`config.mk`:
```
export PLATFORM = sky130hd
export DESIGN_NAME = irq_ctrl
export DESIGN_NICKNAME = d
export VERILOG_FILES = /design/src/rtl/irq_ctrl.sv
export SDC_FILE = /design/constraint.sdc
export NUM_CORES = 1
export LEC_CHECK = 0
export CORE_MARGIN = 2
export CORE_UTILIZATION = 30
export DETAILED_ROUTE_END_ITERATION = 10
export PLACE_DENSITY = 0.55
export REMOVE_ABC_BUFFERS = 1
export SETUP_SLACK_MARGIN = 0.2
export SYNTH_ARGS = -nofsm -noshare
export SYNTH_HDL_FRONTEND = slang
export SYNTH_SLANG_ARGS = --single-unit
```
`constraint.sdc`:
```
create_clock -name clk -period 3 [get_ports clk]
set_clock_uncertainty 0.15 [all_clocks]
set_input_delay 0.9 -clock clk [delete_from_list [all_inputs] [get_ports clk]]
set_output_delay 0.9 -clock clk [all_outputs]
set_load 0.1 [all_outputs]
```
`src/rtl/irq_ctrl.sv`:
```
// irq_ctrl: memory-mapped interrupt controller with a fixed-priority encoder
// and a claim / end-of-interrupt handshake.
//
// Ports
//   clk, reset       : rising-edge clock, synchronous active-high reset
//   cs, wen, addr    : bus select, write enable, 3-bit register select
//   din              : bus write data (WIDTH)
//   dout             : combinational read data for the selected register
//   irq_in           : interrupt request lines (NIRQ), synchronous to clk
//   irq              : registered interrupt request to the CPU
//   vector           : in-service line while servicing, else highest pending
//
// Register map: 0 PEND (R, W1C), 1 MASK, 2 MODE (1=edge, 0=level),
// 3 VECT (R), 4 CLAIM (W), 5 EOI (W), 6 SET (W1S), 7 STAT (R).
// VECT and STAT place fields up to bit 31, so WIDTH is expected to be >= 32.
module irq_ctrl #(
  parameter int WIDTH = 32,
  parameter int NIRQ  = 32
) (
  input  logic             clk,
  input  logic             reset,
  input  logic             cs,
  input  logic             wen,
  input  logic [2:0]       addr,
  input  logic [WIDTH-1:0] din,
  output logic [WIDTH-1:0] dout,
  input  logic [NIRQ-1:0]  irq_in,
  output logic             irq,
  output logic [4:0]       vector
);

  typedef enum logic [1:0] {
    S_IDLE    = 2'd0,
    S_ASSERT  = 2'd1,
    S_SERVICE = 2'd2
  } state_t;

  localparam logic [2:0] A_PEND  = 3'd0;
  localparam logic [2:0] A_MASK  = 3'd1;
  localparam logic [2:0] A_MODE  = 3'd2;
  localparam logic [2:0] A_VECT  = 3'd3;
  localparam logic [2:0] A_CLAIM = 3'd4;
  localparam logic [2:0] A_EOI   = 3'd5;
  localparam logic [2:0] A_SET   = 3'd6;
  localparam logic [2:0] A_STAT  = 3'd7;

  logic [NIRQ-1:0] pend_q, pend_d;
  logic [NIRQ-1:0] mask_q, mask_d;
  logic [NIRQ-1:0] mode_q, mode_d;
  logic [NIRQ-1:0] prev_q, prev_d;
  state_t          state_q, state_d;
  logic [4:0]      isr_q, isr_d;
  logic            irq_q, irq_d;

  logic            wr;
  logic [NIRQ-1:0] active;
  logic [NIRQ-1:0] rise;
  logic [NIRQ-1:0] clr;
  logic [NIRQ-1:0] setb;
  logic [NIRQ-1:0] pend_edge;
  logic [4:0]      hp_idx;
  logic            any_act;
  logic            claim;

  // din bits above NIRQ are never stored
  logic unused_din;
  assign unused_din = ^din;

  // Lowest index wins: scan high to low so the last hit is the smallest.
  always_comb begin
    active  = pend_q & mask_q;
    any_act = |active;
    hp_idx  = '0;
    for (int i = NIRQ - 1; i >= 0; i--) begin
      if (active[i]) hp_idx = 5'(i);
    end
  end

  always_comb begin
    wr    = cs & wen;
    rise  = irq_in & ~prev_q;
    claim = wr && (addr == A_CLAIM) && (state_q == S_ASSERT) && any_act;
    clr   = (wr && addr == A_PEND) ? din[NIRQ-1:0] : '0;
    if (claim) clr = clr | (NIRQ'(1) << hp_idx);
    setb  = (wr && addr == A_SET) ? din[NIRQ-1:0] : '0;
    // Sets are OR-ed in after the clear so a same-cycle edge/SET survives.
    pend_edge = (pend_q & ~clr) | rise | setb;
    // Level-mode bits simply track the sampled input.
    pend_d = (mode_q & pend_edge) | (~mode_q & irq_in);
    prev_d = irq_in;
    mask_d = (wr && addr == A_MASK) ? din[NIRQ-1:0] : mask_q;
    mode_d = (wr && addr == A_MODE) ? din[NIRQ-1:0] : mode_q;
  end

  always_comb begin
    state_d = state_q;
    isr_d   = isr_q;
    unique case (state_q)
      S_IDLE: begin
        if (any_act) state_d = S_ASSERT;
      end
      S_ASSERT: begin
        if (claim) begin
          state_d = S_SERVICE;
          isr_d   = hp_idx;
        end else if (!any_act) begin
          state_d = S_IDLE;
        end
      end
      S_SERVICE: begin
        // In-service index is only meaningful while servicing.
        if (wr && addr == A_EOI) begin
          state_d = S_IDLE;
          isr_d   = '0;
        end
      end
      default: state_d = S_IDLE;
    endcase
    irq_d = (state_d == S_ASSERT);
  end

  always_ff @(posedge clk) begin
    if (reset) begin
      pend_q  <= '0;
      mask_q  <= '0;
      mode_q  <= '1;
      prev_q  <= '0;
      state_q <= S_IDLE;
      isr_q   <= '0;
      irq_q   <= 1'b0;
    end else begin
      pend_q  <= pend_d;
      mask_q  <= mask_d;
      mode_q  <= mode_d;
      prev_q  <= prev_d;
      state_q <= state_d;
      isr_q   <= isr_d;
      irq_q   <= irq_d;
    end
  end

  assign irq    = irq_q;
  assign vector = (state_q == S_SERVICE) ? isr_q : hp_idx;

  always_comb begin
    dout = '0;
    unique case (addr)
      A_PEND: dout[NIRQ-1:0] = pend_q;
      A_MASK: dout[NIRQ-1:0] = mask_q;
      A_MODE: dout[NIRQ-1:0] = mode_q;
      A_VECT: begin
        dout[31]  = any_act || (state_q == S_SERVICE);
        dout[4:0] = vector;
      end
      A_STAT: begin
        dout[1:0]  = state_q;
        dout[12:8] = isr_q;
      end
      default: dout = '0;
    endcase
  end

endmodule

```
# Yosys cells after proc, flatten, opt, wreduce, memory -nomap -nowiden
# Index checks and enable logic that the tools add are counted.
# totals
elab_cells	97
inputBits	71
reg_bits	136
# classes
n_eq_ne	12
shifts	1
mux	50
bitwise	13
reduce_logical	14
# ops
operator	n
$mux W5	35
$and A32 B32 Y32	5
$or A32 B32 Y32	4
$mux W32	3
$not A32 Y32	3
$pmux W18 S3	1
$reduce_or A32 Y1	1
$shl A1 B5 Y32 const A	1
$pmux W5 S4	1
$eq A3 B3 Y1 const B	4
$pmux W3 S4	1
$pmux W2 S5	1
$pmux W5 S2	1
$pmux W3 S3	1
$logic_and A1 B1 Y1	8
$mux W2	4
$eq A3 B2 Y1 const B	2
$pmux W2 S3	1
$eq A2 B1 Y1 const B	2
$ne A2 B2 Y1 const B	2
$pmux W1 S4	1
$eq A3 B1 Y1 const B	1
$logic_not A3 Y1	1
$reduce_and A3 Y1	1
other kinds (5)	5

# Depth between registers and ports, before layout
# logic_depth
word_depth	42
ltp_mapped	7
depth_no_buf	6

# Worst setup path before layout
# Ideal clock, no wire load.
# synth_timing
kind	input to output
from	in addr[0]
to	out dout[0]
arrival_time_ns	3.990
n_path_buf	2
stages	5
slack_ns	-2.040
required_time_ns	1.950
path_cell_list	clkbuf_2 > buf_2 > nand2_1 > or2_2 > o31ai_1
# synth_via
elab_chain_len	2
elab_cells_between_ends	6
cone_classes	eq/ne: 4; mux: 1; reduce/logical: 1
# synth_rtl
element	line	rtl
start, declared	24	input logic [2:0] addr,
$eq A3 B3 Y1 (tied with other cells)	147	unique case (addr)
$pmux W2 S5 (*)	147	
end, declared	26	output logic [WIDTH-1:0] dout,
# Every way passes the cells marked *; elsewhere a longest branch is shown, timed or not.

# Worst setup path in the final report
# layout_timing
from	reg pend_q[25]
to	out dout[4]
# layout_via
elab_chain_len	29
# layout_rtl
element	line	rtl
start, declared	47	logic [NIRQ-1:0] pend_q, pend_d;
start signal, assigned	132	pend_q <= pend_d;
$and A32 B32 Y32	71	active = pend_q & mask_q;
$mux W5 (26 in series)	75	if (active[i]) hp_idx = 5'(i);
$mux W5	143	assign vector = (state_q == S_SERVICE) ? isr_q : hp_idx;
$pmux W3 S4	147	
# Every way passes these cells.

==> qor.csv <==
stage;metric;value;unit
outcome;status;finished, violations left;
outcome;failed_checks;setup timing;
pwr;ir_drop;316;uV
yosys;syn_inst;950;
place;portBuffers;108;
floorplan;row_count;57;
yosys;seq_area_frac_synth;0.367;
timing;final_max_slew_viol_count;0;
timing;finalSetupViolCount;23;
yosys;synthAdderAreaFrac;0;
yosys;synth_area;0.00742;mm^2
clock_tree;clkSinkCount;136;
worst_setup_path;cp_slowest_cell;or4b_4;
clock_tree;worst_skew_pair.late_latency;420;ps
yosys;synth_xor_area_frac;0;
route;dr.pass1.iters;5;
global_route;grt-ovfl-total;0;
yosys;synthFlopType;dfxtp_1;
timing;rsz0062_at_grt;true;
global_route;gr-usage-met1;0.272;
worst_setup_path;critical-path-max-stage-delay;570;ps
place;dp_slack;-623;ps
worst_setup_path;path_cells;a22o_1, or4b_4, nor2_4, o41ai_2, buf_4, mux4_2, nor2b_4, buf_12;
route;drtIter0Drc;455;
route;totalWireLength;27.2;mm
layout;synthToLayoutAreaGrowth;63.0;%
worst_setup_path;end_kind;output port;
timing;tightest_slew;611;ps
floorplan;die_w;161;um
place;hpwl;19.2;mm
global_route;antenna_found_initial;0;
layout;final_util;0.497;
global_route;grtUsageTotal;0.209;
yosys;ys_types;60;
pwr;power_density;455;mW/mm^2
pwr;p_leak;4.86;nW
route;wl_per_cell;17.5;um
worst_setup_path;critPathKind;flop to output port;
min_path;hold_class;flop to flop;
global_route;use_met2;0.354;
floorplan;dieArea;0.0260;mm^2
clock_tree;cts_tree;yes;
clock_tree;cts_buffers;17;
floorplan;fp.coreArea;0.0243;mm^2
global_route;grt_pass1_vias;7921;
worst_setup_path;crit_fanout;3;
floorplan;pin_count;109;
timing;holdWs;349;ps
pwr;power;5.50;mW
layout;drive_gt1_frac;0.306;
route;ant_nets;0;
yosys;synthArstFlopShare;0;
layout;nNetsFinal;1288;
global_route;grt-busiest-layer;met2;
worst_setup_path;start_kind;flop;
clock_tree;cts_root_buf;clkbuf_16;
layout;mostFrequentLayoutCell;nand2_1;
worst_setup_path;required;1950;ps
global_route;grt_max_degree;48;
timing;layout_min_cycle_time;3710;ps
yosys;ys_warn_count;0;
global_route;grtUsageMet3;0.0426;
yosys;synth-simple-area-share;0.225;
worst_setup_path;cp.arrival;2660;ps
layout;final_cell_mix;197 x nand2_1, 147 x buf_4, 130 x dfxtp_1;
yosys;synth_compound_area_frac;0.276;
clock_tree;clk_pin_slew_worst_paths;60;ps
place;place_congestion;0.868;
route;drc;0;
yosys;synth_top_family_by_area;compound AO/OA/AOI/OAI gates;
timing;max_freq;0.269;GHz
global_route;grt_pass1_wl;42.8;mm
floorplan;dieHeight;161;um
clock_tree;clk_path_buf_depth;2;
yosys;synth-seq-cells;136;
clock_tree;postCtsHoldBufs;0;
timing;hold_viol;0;
job;drv_cap;0;
layout;n_fill_cell;2287;
yosys;synth_edf_count;0;
yosys;synthMuxAreaShare;0.0908;
floorplan;start_util;0.305;
timing;final.period_utilization;1.24;
timing;setup_slack;-712;ps
timing;max_slew_margin;0.589;
route;via_per_inst;5.12;
timing;setup_tns;-5960;ps
yosys;synth_area_per_cell;7.81;um^2
route;dr_total_vias;7963;
clock_tree;cts_max_level;4;
layout;diodes;0;
==> metrics by stage <==
stage | instances | cell area, um^2
finish | 1554 | 12100
global route | 1554 | 12100
CTS | 1549 | 11900
detailed placement | 1495 | 10400
global placement | 1495 | 10400
floorplan | 904 | 7230
==> cells in the mapped netlist (3+ instances only) <==
cell,count,area share
a21boi_0,30,0.030
a21o_1,3,0.0030
a21oi_1,100,0.067
a22o_1,19,0.022
a22oi_1,13,0.013
a31oi_1,3,0.0025
a32o_1,3,0.0040
and2_1,33,0.028
and3_1,3,0.0025
buf_1,3,0.0015
buf_2,3,0.0020
clkbuf_1,37,0.019
dfxtp_1,136,0.37
inv_1,32,0.016
mux2_2,5,0.0076
mux2i_1,59,0.080
nand2_1,200,0.10
nand2b_1,10,0.0084
nand3_1,12,0.0081
nor2_1,86,0.044
nor2b_1,5,0.0042
o2111ai_1,3,0.0035
o211ai_1,3,0.0030
o21ai_0,65,0.044
o21ai_1,5,0.0034
o41a_1,29,0.044
or2_2,3,0.0025
==> worst max-delay path: cells and delay by family, from the launching register on <==
family                 cells  cell delay, ps
AND/OR/NAND/NOR            3             840
multiplexers               1             460
flip-flops                 1             310
AO/OA/AOI/OAI              2             310
buffers and inverters      2             310
==> path summary, 6_finish.rpt <==
check,from,to,slack [ps],depth (start not counted)
hold reg to reg,mask_q[23],mask_q[23],350,2
setup / recovery,pend_q[25],dout[4],-710,8
hold / removal,mask_q[23],mask_q[23],350,2
setup reg to reg,pend_q[13],pend_q[25],320,7
==> power breakdown <==
| part | leakage [nW] | total [mW] | switching (mW) | internal, mW |
|---|---|---|---|---|
| Sequential | 1.12 | 1.94 | 0.0577 | 1.88 |
| Combinational | 3.42 | 1.23 | 0.667 | 0.563 |
| Clock | 0.317 | 2.33 | 0.835 | 1.49 |
| Total | 4.86 | 5.50 | 1.56 | 3.94 |
==> final cells by class <==
| type | instances | area, um^2 | area share |
|---|---|---|---|
| inverter | 32 | 120 | 0.00994 |
| multi-input combinational | 736 | 4950 | 0.410 |
| sequential | 136 | 2730 | 0.226 |
| timing repair buffer | 294 | 3230 | 0.267 |
| clock buffer | 19 | 443 | 0.0366 |
| clock inverter | 13 | 200 | 0.0166 |
| tap | 324 | 405 | 0.0335 |
==> cells by family (layout without fill, tap and decap cells) <==
kind of cell | count (synthesis) | count (layout)
and+or+nand+nor | 371 | 371
AOI/OAI and AO/OA | 300 | 300
DFF | 136 | 136
buffers and inverters | 78 | 358
muxes | 65 | 65
==> state kept, by name, indices dropped and copies added, names as in the netlist <==
register  flops
mode_q       32
pend_q       32
mask_q       32
state_q       2
prev_q       32
irq           1
isr_q         5
==> layer usage <==
| metal | vias to the layer above | routed length [um] |
|---|---|---|
| met4 | 0 | 568 |
| met2 | 211 | 12900 |
| li1 | 3908 | - |
| met1 | 3801 | 12300 |
| met5 | - | 0 |
| met3 | 43 | 1410 |
==> repair_timing <==
item	in CTS	in global routing
resized for setup	146	44
gates cloned	4	0
pin swaps	33	36
setup buffers	18	5
setup endpoints to repair	59	61
No activity file was read; power rests on OpenSTA's default activity.
